## src/rtl/spi_gyro_responder_if.sv

```systemverilog
// SPI bus between a gyro master and the responder (the target side).
interface spi_gyro_responder_if;
  logic cs;
  logic sclk;
  logic mosi;
  logic miso;

  modport master (output cs, output sclk, output mosi, input miso);
  modport slave  (input cs, input sclk, input mosi, output miso);
endinterface

```

## src/rtl/spi_gyro_responder.sv

```systemverilog
// SPI mode-3 target emulating the 3-axis gyro register file.
// All SPI pins are oversampled in the clk domain; nothing runs on sclk.
module spi_gyro_responder #(
  parameter logic [7:0] WHO_AM_I_VAL = 8'hD3,
  parameter logic [7:0] CTRL1_RST    = 8'h07
) (
  input  logic                clk,
  input  logic                rst,
  spi_gyro_responder_if.slave spi,
  input  logic signed [15:0]  sample_x,
  input  logic signed [15:0]  sample_y,
  input  logic signed [15:0]  sample_z,
  output logic [7:0]          ctrl_reg1,
  output logic [7:0]          ctrl_reg2,
  output logic [7:0]          ctrl_reg3,
  output logic [7:0]          ctrl_reg4,
  output logic [7:0]          ctrl_reg5,
  output logic                wr_strobe,
  output logic [5:0]          wr_addr,
  output logic                frame_done
);

  typedef enum logic [1:0] {ST_IDLE, ST_CMD, ST_DATA} state_t;

  // synchronisers and edge-detect history
  logic cs_meta_q, cs_sync_q, cs_prev_q;
  logic cs_meta_d, cs_sync_d, cs_prev_d;
  logic sclk_meta_q, sclk_sync_q, sclk_prev_q;
  logic sclk_meta_d, sclk_sync_d, sclk_prev_d;
  logic mosi_meta_q, mosi_sync_q;
  logic mosi_meta_d, mosi_sync_d;

  logic cs_fall, cs_rise, sclk_rise, sclk_fall;

  // control state
  state_t     state_q, state_d;
  logic [2:0] bit_cnt_q, bit_cnt_d;
  logic       armed_q, armed_d;
  logic       miso_q, miso_d;
  logic       wr_strobe_q, wr_strobe_d;
  logic [5:0] wr_addr_q, wr_addr_d;
  logic       frame_done_q, frame_done_d;
  logic [7:0] ctrl_q [0:4];
  logic [7:0] ctrl_d [0:4];

  // datapath state
  logic [6:0] rx_q, rx_d;
  logic [7:0] tx_q, tx_d;
  logic [5:0] addr_q, addr_d;
  logic       rw_q, rw_d;
  logic       ms_q, ms_d;
  logic [7:0] snap_q [0:5];
  logic [7:0] snap_d [0:5];

  logic [7:0] rx_byte;
  logic [5:0] rd_addr;
  logic [7:0] rd_data;

  // Two-flop synchroniser chains plus one history flop for edge detection
  always_comb begin
    cs_meta_d   = spi.cs;
    cs_sync_d   = cs_meta_q;
    cs_prev_d   = cs_sync_q;
    sclk_meta_d = spi.sclk;
    sclk_sync_d = sclk_meta_q;
    sclk_prev_d = sclk_sync_q;
    mosi_meta_d = spi.mosi;
    mosi_sync_d = mosi_meta_q;
  end

  assign cs_fall   =  cs_prev_q   & ~cs_sync_q;
  assign cs_rise   = ~cs_prev_q   &  cs_sync_q;
  assign sclk_rise = ~sclk_prev_q &  sclk_sync_q;
  assign sclk_fall =  sclk_prev_q & ~sclk_sync_q;

  // Byte being completed this cycle (valid on a rising sclk edge)
  assign rx_byte = {rx_q, mosi_sync_q};

  // Address to preload for a read: command address at end of the command
  // byte, otherwise the post-increment address for the next data byte
  always_comb begin
    rd_addr = addr_q + {5'd0, ms_q};
    if (state_q == ST_CMD) rd_addr = rx_byte[5:0];
  end

  // Register read map
  always_comb begin
    rd_data = 8'h00;
    case (rd_addr)
      6'h0F:   rd_data = WHO_AM_I_VAL;
      6'h20:   rd_data = ctrl_q[0];
      6'h21:   rd_data = ctrl_q[1];
      6'h22:   rd_data = ctrl_q[2];
      6'h23:   rd_data = ctrl_q[3];
      6'h24:   rd_data = ctrl_q[4];
      6'h28:   rd_data = snap_q[0];
      6'h29:   rd_data = snap_q[1];
      6'h2A:   rd_data = snap_q[2];
      6'h2B:   rd_data = snap_q[3];
      6'h2C:   rd_data = snap_q[4];
      6'h2D:   rd_data = snap_q[5];
      default: rd_data = 8'h00;
    endcase
  end

  // Frame FSM: command decode, shifting, write commit and read preload
  always_comb begin
    state_d      = state_q;
    bit_cnt_d    = bit_cnt_q;
    armed_d      = armed_q | cs_sync_q;
    miso_d       = miso_q;
    wr_strobe_d  = 1'b0;
    wr_addr_d    = wr_addr_q;
    frame_done_d = 1'b0;
    ctrl_d       = ctrl_q;
    rx_d         = rx_q;
    tx_d         = tx_q;
    addr_d       = addr_q;
    rw_d         = rw_q;
    ms_d         = ms_q;
    snap_d       = snap_q;

    case (state_q)
      ST_IDLE: begin
        miso_d = 1'b0;
        // an unarmed responder ignores a frame already in progress at reset
        if (cs_fall && armed_q) begin
          state_d   = ST_CMD;
          bit_cnt_d = 3'd0;
          snap_d[0] = sample_x[7:0];
          snap_d[1] = sample_x[15:8];
          snap_d[2] = sample_y[7:0];
          snap_d[3] = sample_y[15:8];
          snap_d[4] = sample_z[7:0];
          snap_d[5] = sample_z[15:8];
        end
      end
      default: begin
        if (cs_rise) begin
          state_d      = ST_IDLE;
          miso_d       = 1'b0;
          frame_done_d = (state_q == ST_DATA);
        end else if (sclk_rise) begin
          rx_d      = rx_byte[6:0];
          bit_cnt_d = bit_cnt_q + 3'd1;
          if (bit_cnt_q == 3'd7) begin
            if (state_q == ST_CMD) begin
              rw_d    = rx_byte[7];
              ms_d    = rx_byte[6];
              addr_d  = rx_byte[5:0];
              state_d = ST_DATA;
              if (rx_byte[7]) tx_d = rd_data;
            end else begin
              if (!rw_q) begin
                case (addr_q)
                  6'h20: ctrl_d[0] = rx_byte;
                  6'h21: ctrl_d[1] = rx_byte;
                  6'h22: ctrl_d[2] = rx_byte;
                  6'h23: ctrl_d[3] = rx_byte;
                  6'h24: ctrl_d[4] = rx_byte;
                  default: ;
                endcase
                if (addr_q >= 6'h20 && addr_q <= 6'h24) begin
                  wr_strobe_d = 1'b1;
                  wr_addr_d   = addr_q;
                end
              end
              addr_d = addr_q + {5'd0, ms_q};
              if (rw_q) tx_d = rd_data;
            end
          end
        end else if (sclk_fall) begin
          miso_d = 1'b0;
          if (state_q == ST_DATA && rw_q) begin
            miso_d = tx_q[7];
            tx_d   = {tx_q[6:0], 1'b0};
          end
        end
      end
    endcase
  end

  // Control registers with synchronous reset
  always_ff @(posedge clk) begin
    if (rst) begin
      cs_meta_q    <= 1'b0;
      cs_sync_q    <= 1'b0;
      cs_prev_q    <= 1'b0;
      sclk_meta_q  <= 1'b1;
      sclk_sync_q  <= 1'b1;
      sclk_prev_q  <= 1'b1;
      state_q      <= ST_IDLE;
      bit_cnt_q    <= 3'd0;
      armed_q      <= 1'b0;
      miso_q       <= 1'b0;
      wr_strobe_q  <= 1'b0;
      wr_addr_q    <= 6'd0;
      frame_done_q <= 1'b0;
      ctrl_q[0]    <= CTRL1_RST;
      ctrl_q[1]    <= 8'h00;
      ctrl_q[2]    <= 8'h00;
      ctrl_q[3]    <= 8'h00;
      ctrl_q[4]    <= 8'h00;
    end else begin
      cs_meta_q    <= cs_meta_d;
      cs_sync_q    <= cs_sync_d;
      cs_prev_q    <= cs_prev_d;
      sclk_meta_q  <= sclk_meta_d;
      sclk_sync_q  <= sclk_sync_d;
      sclk_prev_q  <= sclk_prev_d;
      state_q      <= state_d;
      bit_cnt_q    <= bit_cnt_d;
      armed_q      <= armed_d;
      miso_q       <= miso_d;
      wr_strobe_q  <= wr_strobe_d;
      wr_addr_q    <= wr_addr_d;
      frame_done_q <= frame_done_d;
      ctrl_q       <= ctrl_d;
    end
  end

  // Datapath registers, no reset
  always_ff @(posedge clk) begin
    mosi_meta_q <= mosi_meta_d;
    mosi_sync_q <= mosi_sync_d;
    rx_q        <= rx_d;
    tx_q        <= tx_d;
    addr_q      <= addr_d;
    rw_q        <= rw_d;
    ms_q        <= ms_d;
    snap_q      <= snap_d;
  end

  assign spi.miso   = miso_q;
  assign ctrl_reg1  = ctrl_q[0];
  assign ctrl_reg2  = ctrl_q[1];
  assign ctrl_reg3  = ctrl_q[2];
  assign ctrl_reg4  = ctrl_q[3];
  assign ctrl_reg5  = ctrl_q[4];
  assign wr_strobe  = wr_strobe_q;
  assign wr_addr    = wr_addr_q;
  assign frame_done = frame_done_q;

endmodule

```

## src/flat_wrapper.sv

```systemverilog
// flat-port wrapper written by rule: the top's interface ports become plain ports
module spi_gyro_responder_flat 
#(
  parameter logic [7:0] WHO_AM_I_VAL = 8'hD3,
  parameter logic [7:0] CTRL1_RST    = 8'h07
)
  (clk, rst, sample_x, sample_y, sample_z, ctrl_reg1, ctrl_reg2, ctrl_reg3, ctrl_reg4, ctrl_reg5, wr_strobe, wr_addr, frame_done, spi_cs, spi_sclk, spi_mosi, spi_miso);
  spi_gyro_responder_if spi_i ();
  input  logic clk;
  input  logic rst;
  input  logic signed [15:0] sample_x;
  input  logic signed [15:0] sample_y;
  input  logic signed [15:0] sample_z;
  output logic [7:0] ctrl_reg1;
  output logic [7:0] ctrl_reg2;
  output logic [7:0] ctrl_reg3;
  output logic [7:0] ctrl_reg4;
  output logic [7:0] ctrl_reg5;
  output logic wr_strobe;
  output logic [5:0] wr_addr;
  output logic frame_done;
  input wire logic [$bits(spi_i.cs)-1:0] spi_cs;
  input wire logic [$bits(spi_i.sclk)-1:0] spi_sclk;
  input wire logic [$bits(spi_i.mosi)-1:0] spi_mosi;
  output wire logic [$bits(spi_i.miso)-1:0] spi_miso;
  assign spi_i.cs = spi_cs;
  assign spi_i.sclk = spi_sclk;
  assign spi_i.mosi = spi_mosi;
  assign spi_miso = spi_i.miso;
  spi_gyro_responder #(.WHO_AM_I_VAL(WHO_AM_I_VAL), .CTRL1_RST(CTRL1_RST)) u_core (.clk(clk), .rst(rst), .spi(spi_i), .sample_x(sample_x), .sample_y(sample_y), .sample_z(sample_z), .ctrl_reg1(ctrl_reg1), .ctrl_reg2(ctrl_reg2), .ctrl_reg3(ctrl_reg3), .ctrl_reg4(ctrl_reg4), .ctrl_reg5(ctrl_reg5), .wr_strobe(wr_strobe), .wr_addr(wr_addr), .frame_done(frame_done));
endmodule
```

## config.mk

```make
export PLATFORM = sky130hd
export DESIGN_NAME = spi_gyro_responder_flat
export DESIGN_NICKNAME = d
export VERILOG_FILES = /design/src/rtl/spi_gyro_responder_if.sv /design/src/rtl/spi_gyro_responder.sv /design/src/flat_wrapper.sv
export SDC_FILE = /design/constraint.sdc
export NUM_CORES = 1
export LEC_CHECK = 0
export ABC_AREA = 0
export ABC_CLOCK_PERIOD_IN_PS = 5100
export CAP_MARGIN = 20
export CORE_ASPECT_RATIO = 0.6
export CORE_UTILIZATION = 45
export CTS_CLUSTER_DIAMETER = 120
export DETAILED_ROUTE_END_ITERATION = 8
export GPL_ROUTABILITY_DRIVEN = 0
export PLACE_DENSITY = 0.78
export SKIP_CTS_REPAIR_TIMING = 1
export SLEW_MARGIN = 5
export SYNTH_ARGS = -nofsm -noshare
export SYNTH_HDL_FRONTEND = slang
export SYNTH_SLANG_ARGS = --single-unit
```

## constraint.sdc

```tcl
create_clock -name clk -period 5.1 [get_ports clk]
set_input_delay 1.02 -clock clk [delete_from_list [all_inputs] [get_ports clk]]
set_output_delay 1.02 -clock clk [all_outputs]
set_load 0.05 [all_outputs]
```

# Yosys cells after proc, flatten, opt, wreduce, memory -nomap -nowiden
# Cells that the tools add are included.
word_totals:
  register_bits: 134
  out_inout_bits: 49
  elab_cells: 123
classes:
  n_addsub: 2
  magnitude_cmp: 2
  eq_ne: 25
  n_mux: 21
  n_bitwise: 15
  n_reduce_logical: 27
ops:
  columns: ["cell", "n"]
  rows:
  - ["$eq A6 B6 Y1 const B", 16]
  - ["$pmux W8 S12", 1]
  - ["$mux W8", 7]
  - ["$reduce_and A7 Y1", 7]
  - ["$mux W2", 6]
  - ["$mux W3", 4]
  - ["$not A1 Y1", 10]
  - ["$reduce_bool A3 Y1", 3]
  - ["$reduce_and A4 Y1", 2]
  - ["$reduce_or A7 Y1", 1]
  - ["$add A6 B1 Y6", 1]
  - ["$eq A6 B4 Y1 const B", 1]
  - ["$ge A6 B6 Y1 const B", 1]
  - ["$le A6 B6 Y1 const B", 1]
  - ["$mux W6", 1]
  - ["$ne A3 B3 Y1 const B", 2]
  - ["$reduce_and A3 Y1", 2]
  - ["$reduce_bool A2 Y1", 3]
  - ["$reduce_or A3 Y1", 2]
  - ["$reduce_and A5 Y1", 1]
  - ["$and A1 B1 Y1", 4]
  - ["$ne A2 B2 Y1 const B", 2]
  - ["$reduce_and A2 Y1", 2]
  - ["$add A3 B1 Y3 const B", 1]
  - ["8 further kinds", 11]

# Logic depth before layout (Yosys ltp)
depth:
  ltp_word: 8
  depth_mapped: 12
  depth_no_buf: 10

# Least setup slack after synthesis
# OpenSTA, ideal clock, no wires.
synth_timing:
  path_type: "reg-to-reg"
  startpoint: "register u_core.state_q[0]"
  endpoint: "register u_core.bit_cnt_q[0]"
  setup_ns: 0.128
  arrival_ns: 4.728
  required_time_ns: 4.972
  setup_slack_ns: 0.245
  stages_incl_launch_ff: 6
  path_buffers: 0
  period_less_slack_ns: 4.855
  cell_sequence: "dfxtp_1 -> or2_2 -> nor3_1 -> nor2_1 -> a21oi_1 -> nor2_1"
synth_between:
  elab_chain_cells: 3
  word_cells_on_any_way: 6
synth_rtl:
  columns: ["element", "line_no", "rtl"]
  rows:
  - ["start, declared", "spi_gyro_responder.sv:36", "state_t state_q, state_d;"]
  - ["start signal, assigned", "spi_gyro_responder.sv:211", "state_q <= state_d;"]
  - ["$logic_not A2 Y1 *", "spi_gyro_responder.sv:123", "case (state_q)"]
  - ["$ne A2 B1 Y1 (no source line) (tied with other cells)", null, null]
  - ["$reduce_and A3 Y1 (no source line)", null, null]
  - ["end signal, assigned", "spi_gyro_responder.sv:212", "bit_cnt_q <= bit_cnt_d;"]
  - ["end, declared", "spi_gyro_responder.sv:37", "logic [2:0] bit_cnt_q, bit_cnt_d;"]
# Every way passes the cells marked *; elsewhere a longest branch is shown, timed or not.
# A chain may end at the register's enable or synchronous reset.

# Final worst setup path
layout_timing:
  startpoint: "register u_core.addr_q[0]"
  endpoint: "register u_core.tx_q[3], data pin"
layout_between:
  elab_chain_cells: 8
  word_cells_on_any_way: 20
layout_rtl:
  columns: ["element", "line_no", "rtl"]
  rows:
  - ["start, declared", "spi_gyro_responder.sv:49", "logic [5:0] addr_q, addr_d;"]
  - ["start signal, assigned", "spi_gyro_responder.sv:228", "addr_q <= addr_d;"]
  - ["$add A6 B1 Y6 *", "spi_gyro_responder.sv:82", "rd_addr = addr_q + {5'd0, ms_q};"]
  - ["$mux W6 *", "spi_gyro_responder.sv:83", "if (state_q == ST_CMD) rd_addr = rx_byte[5:0];"]
  - ["$eq A6 B6 Y1 / $eq A6 B4 Y1 (equally long branches)", "spi_gyro_responder.sv:89", "case (rd_addr)"]
  - ["$pmux W8 S12 *", "spi_gyro_responder.sv:89", null]
  - ["$mux W8 (on tied branches)", "spi_gyro_responder.sv:169, spi_gyro_responder.sv:152", null]
  - ["$mux W8 *", "spi_gyro_responder.sv:147", "if (state_q == ST_CMD) begin"]
  - ["$mux W8 *", "spi_gyro_responder.sv:146", "if (bit_cnt_q == 3'd7) begin"]
  - ["$mux W8 *", "spi_gyro_responder.sv:143", "end else if (sclk_rise) begin"]
  - ["end signal, assigned", "spi_gyro_responder.sv:227", "tx_q <= tx_d;"]
  - ["end, declared", "spi_gyro_responder.sv:48", "logic [7:0] tx_q, tx_d;"]
# Every way passes the cells marked *; elsewhere a longest branch is shown, timed or not. The select of a mux whose other input is x is not followed.

==> out/metrics.cfg <==
[outcome]
status = complete, no violations

[min_path]
hp-class = reg2reg

[cts]
cts_tree = done
clk_latency_ns = 0.41
numClockSinks = 134
root_buffer = clkbuf_16
cts_buffer_depth = 2
cts_max_level = 4
cts_inserted_buffers = 17
clkTransAtPathRegs_ns = 0.06

[timing]
finalSetupViolCount = 0
rsz0062_at_grt = no
final_hold_viol_count = 0
min_period_over_period_pct = 63.6
slew_violations = 0
slew_headroom_pct = 26.2
min_period_ns = 3.24
skew_ns = 0.00844
worst_slew_pin_slew_ns = 1.11
fin_setup_tns_ns = 0
fmax_ghz = 0.308

[yosys]
synth_top_cell_by_area = edfxtp_1
seq_area_frac_synth_pct = 61.0
synth_flop_cell = edfxtp_1
synth_area_um2 = 5560
ys_warn_count = 0
ys_types = 67
synth.most_common_cell = edfxtp_1
synthArstFlopShare_pct = 0
synth_area_leaders = edfxtp_1 (38%), dfxtp_1 (23%), mux2i_1 (5.8%)
ys_ff_latch = 134
synth_edf_count = 71
avgSynthCellArea_um2 = 11.5
syn_inst = 484
yosysTopAreaCellShare_pct = 38.4
synth_fp_nets = 542
synth_common_cells = edfxtp_1 (71), dfxtp_1 (63), nand2_1 (61)

[grt]
grt-ovfl-total = 0
grt_pass1_vias = 4153
grt_pass1_wl_mm = 23.4
grt_start_max_net_pins = 61
grt_usage_pct = 24.7
antenna_found_initial = 0

[route]
drt-wirelength-per-cell_um = 20.4
drt_wl_total_mm = 15.5
ant_nets = 0
vias_per_cell = 5.79
drc = 0
dr.first_iter.drc_count = 624
drtPass1Iterations = 6
vias = 4400

[die]
die_x_um = 145
dieArea_um2 = 12800
num_rows = 31
pin_count = 102
core_area_um2 = 12100
die_h_um = 88.1
start_util_pct = 46.1

[run]
cap_violations = 0

[cells_and_area]
drive_gt1_share_pct = 10.1
nets = 640
utilization_pct = 60.4
antenna_cells = 0
areaGrowthSynthToFinish_pct = 31.0

[worst_setup_path]
critical_path.max_fanout = 12
path_delay_family = compound AO/OA/AOI/OAI gates
critPathLaunchType = flop
cp.required_ns = 5.26
arrival_ns = 3.40
worst_path_max_delay_cell = edfxtp_1
crit_path_cell_trace = ha_1 -> ha_1 -> nand3_1 -> xnor2_1 -> o32ai_1 -> buf_4 -> and3_1 -> a32o_1 -> a311o_1 -> a2111oi_4 -> o21ai_2
cp_num_buf_inv = 1
critPathKind = reg2reg
worstSetupEndpointType = flop
cp_common_cell = ha_1
crit_path_max_incr_delay_ns = 0.50

[power]
finalPower_mw = 2.40
leakage_nw = 2.52
ir_drop_uv = 187
powerDensity_nw_per_um2 = 330

[placement]
port_buffers = 101
dpl.hpwl_mm = 10.8

[per-stage QoR]
stage                     setup WS, ns  instance area, um2  std cells  hold WS (ns)
after global placement            2.09                6700        728         0.310
after global routing              1.71                7280        760         0.353
after detailed placement          1.93                6700        728         0.325
final                             1.86                7280        760         0.338
after floorplan                  0.245                5560        484         0.310
after CTS                         1.93                7280        760         0.340
[cell usage in the layout (no fill, tap or decap), types with 9 or more instances in the layout]
cell / count
nor2_1: 49
mux2i_1: 32
nand2_1: 61
nor2b_1: 9
clkdlybuf4s50_1: 100
dfxtp_1: 63
a22oi_1: 21
a21oi_1: 25
nand3_1: 12
edfxtp_1: 71
clkbuf_16: 17
[registers in the layout, indices dropped and copies added (netlist names), 2 cells and up]
| signal | flops |
|---|---|
| u_core.addr_q | 6 |
| u_core.bit_cnt_q | 3 |
| u_core.snap_q | 48 |
| u_core.ctrl_reg4 | 8 |
| u_core.ctrl_reg2 | 8 |
| u_core.ctrl_reg1 | 8 |
| u_core.rx_q | 7 |
| u_core.ctrl_reg3 | 8 |
| u_core.wr_addr | 6 |
| u_core.state_q | 2 |
| u_core.ctrl_reg5 | 8 |
| u_core.tx_q | 8 |
[path summary, 6_finish.rpt]
kind / slack [ns] / from / endpoint / cells after the start
worst min register to register: 0.34 / u_core.mosi_meta_q$_DFF_P_ / u_core.mosi_sync_q$_DFF_P_ / 0
worst min-delay path: 0.34 / u_core.mosi_meta_q$_DFF_P_ / u_core.mosi_sync_q$_DFF_P_ / 0
worst max register to register: 1.86 / u_core.addr_q[0]$_DFFE_PP_ / u_core.tx_q[3]$_DFFE_PP_ / 11
worst max-delay path: 1.86 / u_core.addr_q[0]$_DFFE_PP_ / u_core.tx_q[3]$_DFFE_PP_ / 11
[layer usage]
layer,up-vias,routed length (um),track usage [%]
li1,1981,-,-
met1,2109,7020,35.9
met2,285,6560,36.3
met3,25,1760,5.73
met4,0,193,8.61
met5,-,0,0
[cell type report]
type | instances | area, um2
Fill cell | 935 | 4780
Sequential cell | 134 | 3390
Multi-Input combinational cell | 314 | 2020
Timing Repair Buffer | 107 | 1050
Clock buffer | 18 | 429
Tap cell | 165 | 206
Clock inverter | 14 | 153
Inverter | 8 | 30.0
[report_power, final]
part / switching [mW] / internal (mW) / total [mW]
registers: 0.00359 / 1.14 / 1.14
logic: 0.0200 / 0.0384 / 0.0583
clock network: 0.478 / 0.724 / 1.20
total: 0.502 / 1.90 / 2.40
[cell families (layout without fill, tap and decap cells)]
family / Yosys count / after routing / synth area share (%)
muxes: 33 / 33 / 5.96
adders and majority gates: 5 / 5 / 1.13
DFF: 134 / 134 / 61.0
and+or+nand+nor: 174 / 174 / 14.9
AOI/OAI and AO/OA: 97 / 97 / 13.3
xor gates and xnor gates: 5 / 5 / 0.923
buffers and inverters: 36 / 147 / 2.79
(Power assumes the default switching activity.)
==> RTL change 1, RTL diff (config.mk and constraints unchanged) <==
Put a register stage on the outputs `ctrl_reg1`, `ctrl_reg2`, `ctrl_reg3`, `ctrl_reg4` and `ctrl_reg5`, with the module's reset. The values now appear one clock later. The other outputs are not delayed to match.
--- a/src/rtl/spi_gyro_responder.sv
+++ b/src/rtl/spi_gyro_responder.sv
@@ -234,7 +234,17 @@
   assign spi.miso   = miso_q;
-  assign ctrl_reg1  = ctrl_q[0];
-  assign ctrl_reg2  = ctrl_q[1];
-  assign ctrl_reg3  = ctrl_q[2];
-  assign ctrl_reg4  = ctrl_q[3];
-  assign ctrl_reg5  = ctrl_q[4];
+  always_ff @(posedge clk) begin
+    if (rst) begin
+      ctrl_reg1 <= '0;
+      ctrl_reg2 <= '0;
+      ctrl_reg3 <= '0;
+      ctrl_reg4 <= '0;
+      ctrl_reg5 <= '0;
+    end else begin
+      ctrl_reg1 <= ctrl_q[0];
+      ctrl_reg2 <= ctrl_q[1];
+      ctrl_reg3 <= ctrl_q[2];
+      ctrl_reg4 <= ctrl_q[3];
+      ctrl_reg5 <= ctrl_q[4];
+    end
+  end
   assign wr_strobe  = wr_strobe_q;
Function: changed (Yosys sat finds a counterexample within 4 cycles, from zero or initial values and one cycle with rst high).
==> RTL change 1 against the unedited design <==
Cell count grew 18%. Setup slack lost 0.33 ns. Power grew 18%. Final area grew 18%. Critical path type unchanged. First-iteration DRC count shrank 0.96%. Wire length grew 11%. Count of clock-buffer cells in the layout grew 2. Sequential cell count grew 40. Maximum frequency shrank 9.3%. Area after synthesis grew 24%. Critical endpoint unchanged. Clock skew grew 0.00056 ns. Sequential share of layout area grew 2.1 points. Critical path depth shrank 4.
==> RTL change 1: results (changes against the unedited design) <==
[metrics] number of global-route vias before repair: 4720 (+14%)
[metrics] 1st-iter DRT viols: 618 (-0.96%)
[metrics] arrival time at the worst endpoint: 3.82 ns (+0.42 ns)
[metrics] Critical Path Start Type: flip-flop
[metrics] leakage power: 3.033 nW (+21%)
[metrics] top cells by area in the synthesized netlist: sky130_fd_sc_hd__edfxtp_1, sky130_fd_sc_hd__dfxtp_1, sky130_fd_sc_hd__mux2i_1
[metrics] met3 routing resource usage after global routing: 6.712% (+0.98 points)
[metrics] final net count: 742 (+16%)
[metrics] Cell Count, Final, Fillers Out: 895 (+18%)
[metrics] result of the run: complete, no violations
[metrics] pre-CTS setup slack: 1.663 ns (-0.2629 ns)
[metrics] count of synthesis-stage warnings from yosys: 0 (unchanged)
[metrics] H-tree level count: 4 (unchanged)
[metrics] synthesized area per cell: 11.66 sq um (+1.6%)
[metrics] worst reg2reg path startpoint: u_core.state_q[1]
[metrics] mux cell area share after synthesis: 7.302% (+1.3 points)
[metrics] overall fraction of global-route tracks in use: 22.08% (-2.6 points)
[metrics] biggest regs: u_core.snap_q: 48 flops, u_core.ctrl_q: 40 flops
[metrics] number of cells on the worst reg-to-reg path: 7 (-4)
[metrics] Worst path slowest cell: sky130_fd_sc_hd__mux2i_4
[metrics] post-synthesis adder-cell area fraction: 0.9060% (-0.22 points)
[metrics] max incr delay on CP: 1.01 ns (+0.51 ns)
[metrics] Vias/cell: 5.628 (-2.8%)
[metrics] top cells by instance count after synthesis: sky130_fd_sc_hd__dfxtp_1, sky130_fd_sc_hd__edfxtp_1, sky130_fd_sc_hd__nor2_1
[metrics] Synth Area in Compound Gates: 10.18% (-3.1 points)
[metrics] relative slew slack: 27.75% (+1.6 points)
[metrics] largest fanout on the critical path: 28 (+16)
[metrics] register area share after synthesis: 60.74% (-0.30 points)
[metrics] Synth Area in XOR/XNOR: 0.7248% (-0.20 points)
[metrics] Hold Slack: 0.3265 ns (-0.01176 ns)
[metrics] layout cells sized above 1: 9.326% (-0.76 points)
[metrics] net count after synthesis: 650 (+20%)
[metrics] DP Wirelength: 12390 um (+15%)
[metrics] GR met1 Demand/Resource: 32.56% (-3.3 points)
[metrics] Fmax: 279.7 MHz (-9.3%)
[metrics] input/output buffers: 101 (unchanged)
[metrics] internal power consumption: 2.258 mW (+19%)
[metrics] Cells after DPL: 863 (+19%)
[metrics] Critical Path Sink: u_core.tx_q[3]
[metrics] hold path startpoint: u_core.mosi_meta_q
[metrics] WHS Path Cells: 0 (unchanged)
[metrics] count of cell types in the netlist: 64 (-4.5%)
[metrics] kind of cell with the highest combined delay on the critical path: simple AND/OR/NAND/NOR gates
[metrics] Detailed Routing Iterations Pass 1: 7 (+1)
[metrics] r2r setup slk: 1.52 ns (-0.33 ns)
[metrics] setup clock skew after layout: 0.008997 ns (+0.0005586 ns)
[metrics] peak supply drop: 0.1521 mV (-18%)
[metrics] average detailed-routed wire length per instance: 19.22 um (-5.9%)
[metrics] largest net degree at the start of global routing: 64 (+4.9%)
[metrics] first-pass GRT wire length: 26310 um (+12%)
[metrics] grt met2 use: 30.17% (-6.1 points)
==> RTL change 1: worst register-to-register path, delay by kind of cell (launching register included) <==
family / cells / cell delay [ns]
simple gates: 2 / 1.26
buf+inv: 1 / 0.30
compound gates: 3 / 0.46
mux: 1 / 1.01
flops: 1 / 0.39
==> RTL change 1: power groups by stage <==
stage | Clock, mW | Combinational (mW) | Sequential (mW)
floorplan | 0 | 0.0214 | 1.49
global placement | 0 | 0.0698 | 1.48
detailed placement | 0 | 0.0719 | 1.48
CTS | 1.32 | 0.0722 | 1.45
global route | 1.37 | 0.0767 | 1.45
finish | 1.30 | 0.0719 | 1.45
==> RTL change 1: per-stage QoR <==
| stage | instance area (sq um) | util, % |
|---|---|---|
| floorplan | 6905 | - |
| global placement | 8024 | 54.51 |
| detailed placement | 8024 | 54.51 |
| CTS | 8623 | 58.59 |
| global route | 8623 | 58.59 |
| finish | 8623 | 58.59 |
==> RTL change 1: logic make-up (layout without fill, tap and decap cells) <==
kind of cell / count (synthesis) / in the layout
AO/OA/AOI/OAI: 94 / 94
XOR/XNOR: 4 / 4
adder cells (fa/ha/maj): 5 / 5
buffers and inverters: 38 / 143
flip-flops: 174 / 174
multiplexers: 49 / 49
AND/OR/NAND/NOR: 228 / 228
==> RTL change 1: area by class of cell <==
type	instances	area [sq um]
multi-input cells	380	2517
inverters	5	21.27
flip-flops and latches	174	4194
fillers	1224	6096
repair buffers	106	1044
clock buffers	20	467.9
clock inverters	12	131.4
well taps	198	247.7
==> RTL change 1: metal layers <==
metal	vias up	routed length, um
met3	32	2202
met1	2401	7739
li1	2289	-
met5	-	0
met2	315	7001
met4	0	261
==> RTL change 2, RTL diff (same settings) <==
Made on the original files. `WHO_AM_I_VAL` is set to 8'hD3 in 2 places; all go to 8'h69.
--- a/src/rtl/spi_gyro_responder.sv
+++ b/src/rtl/spi_gyro_responder.sv
@@ -3,3 +3,3 @@
 module spi_gyro_responder #(
-  parameter logic [7:0] WHO_AM_I_VAL = 8'hD3,
+  parameter logic [7:0] WHO_AM_I_VAL = 8'h69,
   parameter logic [7:0] CTRL1_RST    = 8'h07
--- a/src/flat_wrapper.sv
+++ b/src/flat_wrapper.sv
@@ -3,3 +3,3 @@
 #(
-  parameter logic [7:0] WHO_AM_I_VAL = 8'hD3,
+  parameter logic [7:0] WHO_AM_I_VAL = 8'h69,
   parameter logic [7:0] CTRL1_RST    = 8'h07
Function: same outputs for any inputs over 10 cycles, from zero or initial values and one cycle with rst high; that may be too few to reach the edited logic, so the function may still have changed.
==> RTL change 2 against the unedited design <==
Area after synthesis grew 1.7%. Final area is 1.2% higher. Worst hold slack improved by 0.0074 ns. Highest routed layer unchanged. Cell count down 0.26%. Setup slack worse by 0.55 ns. Count of clock-buffer cells in the layout fell by 1. Combinational power grew 5.7%. Critical endpoint is now u_core.tx_q[7]. Sequential cell count unchanged. Wire length is 0.87% lower. Power is 0.47% higher. Core utilization up 0.30 points.
==> RTL change 2: results (changes against the unedited design) <==
[metrics] result of the run: complete, no violations
[metrics] Worst path slowest cell: sky130_fd_sc_hd__nand2b_1
[metrics] GR met1 Demand/Resource: 34.21% (-1.7 points)
[metrics] pre-CTS setup slack: 1.582 ns (-0.3440 ns)
[metrics] Vias/cell: 5.872 (+1.4%)
[metrics] initial antenna violation count: 1 (+1)
[metrics] Critical Path Sink: u_core.tx_q[7]
[metrics] max incr delay on CP: 0.86 ns (+0.36 ns)
[metrics] total length of routed met3 wires: 1728 um (-1.5%)
[metrics] Synth Area in XOR/XNOR: 0.9296% (+0.0068 points)
[metrics] largest fanout on the critical path: 23 (+11)
[metrics] peak supply drop: 0.1795 mV (-3.8%)
[metrics] register area share after synthesis: 60.03% (-1.0 points)
[metrics] count of cell types in the netlist: 62 (-7.5%)
[metrics] top cells by instance count after synthesis: sky130_fd_sc_hd__edfxtp_1, sky130_fd_sc_hd__dfxtp_1, sky130_fd_sc_hd__nor2_1
[metrics] met3 routing resource usage after global routing: 9.897% (+4.2 points)
[metrics] r2r setup slk: 1.30 ns (-0.55 ns)
[metrics] detailed-routing wirelength on met1: 6963 um (-0.87%)
[metrics] synthesized area per cell: 11.70 sq um (+1.9%)
[metrics] grt met2 use: 34.42% (-1.9 points)
[metrics] 1st-iter DRT viols: 632 (+1.3%)
[metrics] setup clock skew after layout: 0.008792 ns (+0.0003535 ns)
[metrics] net count after synthesis: 541 (-0.18%)
[metrics] DP Wirelength: 10740 um (-0.15%)
[metrics] Design Power: 2.412 mW (+0.47%)
[metrics] Fmax: 263.5 MHz (-15%)
[metrics] internal power consumption: 1.898 mW (about the same)
[metrics] wire length on met2: 6378 um (-2.8%)
[metrics] leakage power: 2.564 nW (+1.9%)
[metrics] layout cells sized above 1: 9.444% (-0.64 points)
[metrics] number of vias after detailed routing: 4451 (+1.2%)
[metrics] relative slew slack: 28.00% (+1.8 points)
[metrics] average detailed-routed wire length per instance: 20.31 um (-0.61%)
[metrics] mux cell area share after synthesis: 8.411% (+2.4 points)
[RTL change 2: cell families (layout without fill, tap and decap cells)]
| logic type | count (synthesis) | in the layout |
|---|---|---|
| compound gates | 96 | 96 |
| xor+xnor | 6 | 6 |
| fa+ha+maj | 5 | 5 |
| buf+inv | 33 | 143 |
| flops | 134 | 134 |
| mux | 45 | 45 |
| simple gates | 164 | 164 |
[RTL change 2: cell type report]
cell class                      instances  share of cell area (%)
Clock buffer                           17                   5.773
Clock inverter                         15                   2.055
Inverter                                7                  0.3566
Multi-Input combinational cell        316                   28.73
Sequential cell                       134                   46.05
Tap cell                              165                   2.802
Timing Repair Buffer                  104                   14.23
[RTL change 2: metrics by stage]
step	util, %	hold slack (ns)
2_1_floorplan	-	0.3096
3_3_place_gp	55.71	0.3171
3_5_place_dp	55.71	0.3296
4_1_cts	60.47	0.3442
5_1_grt	60.69	0.3549
6_report	60.69	0.3457
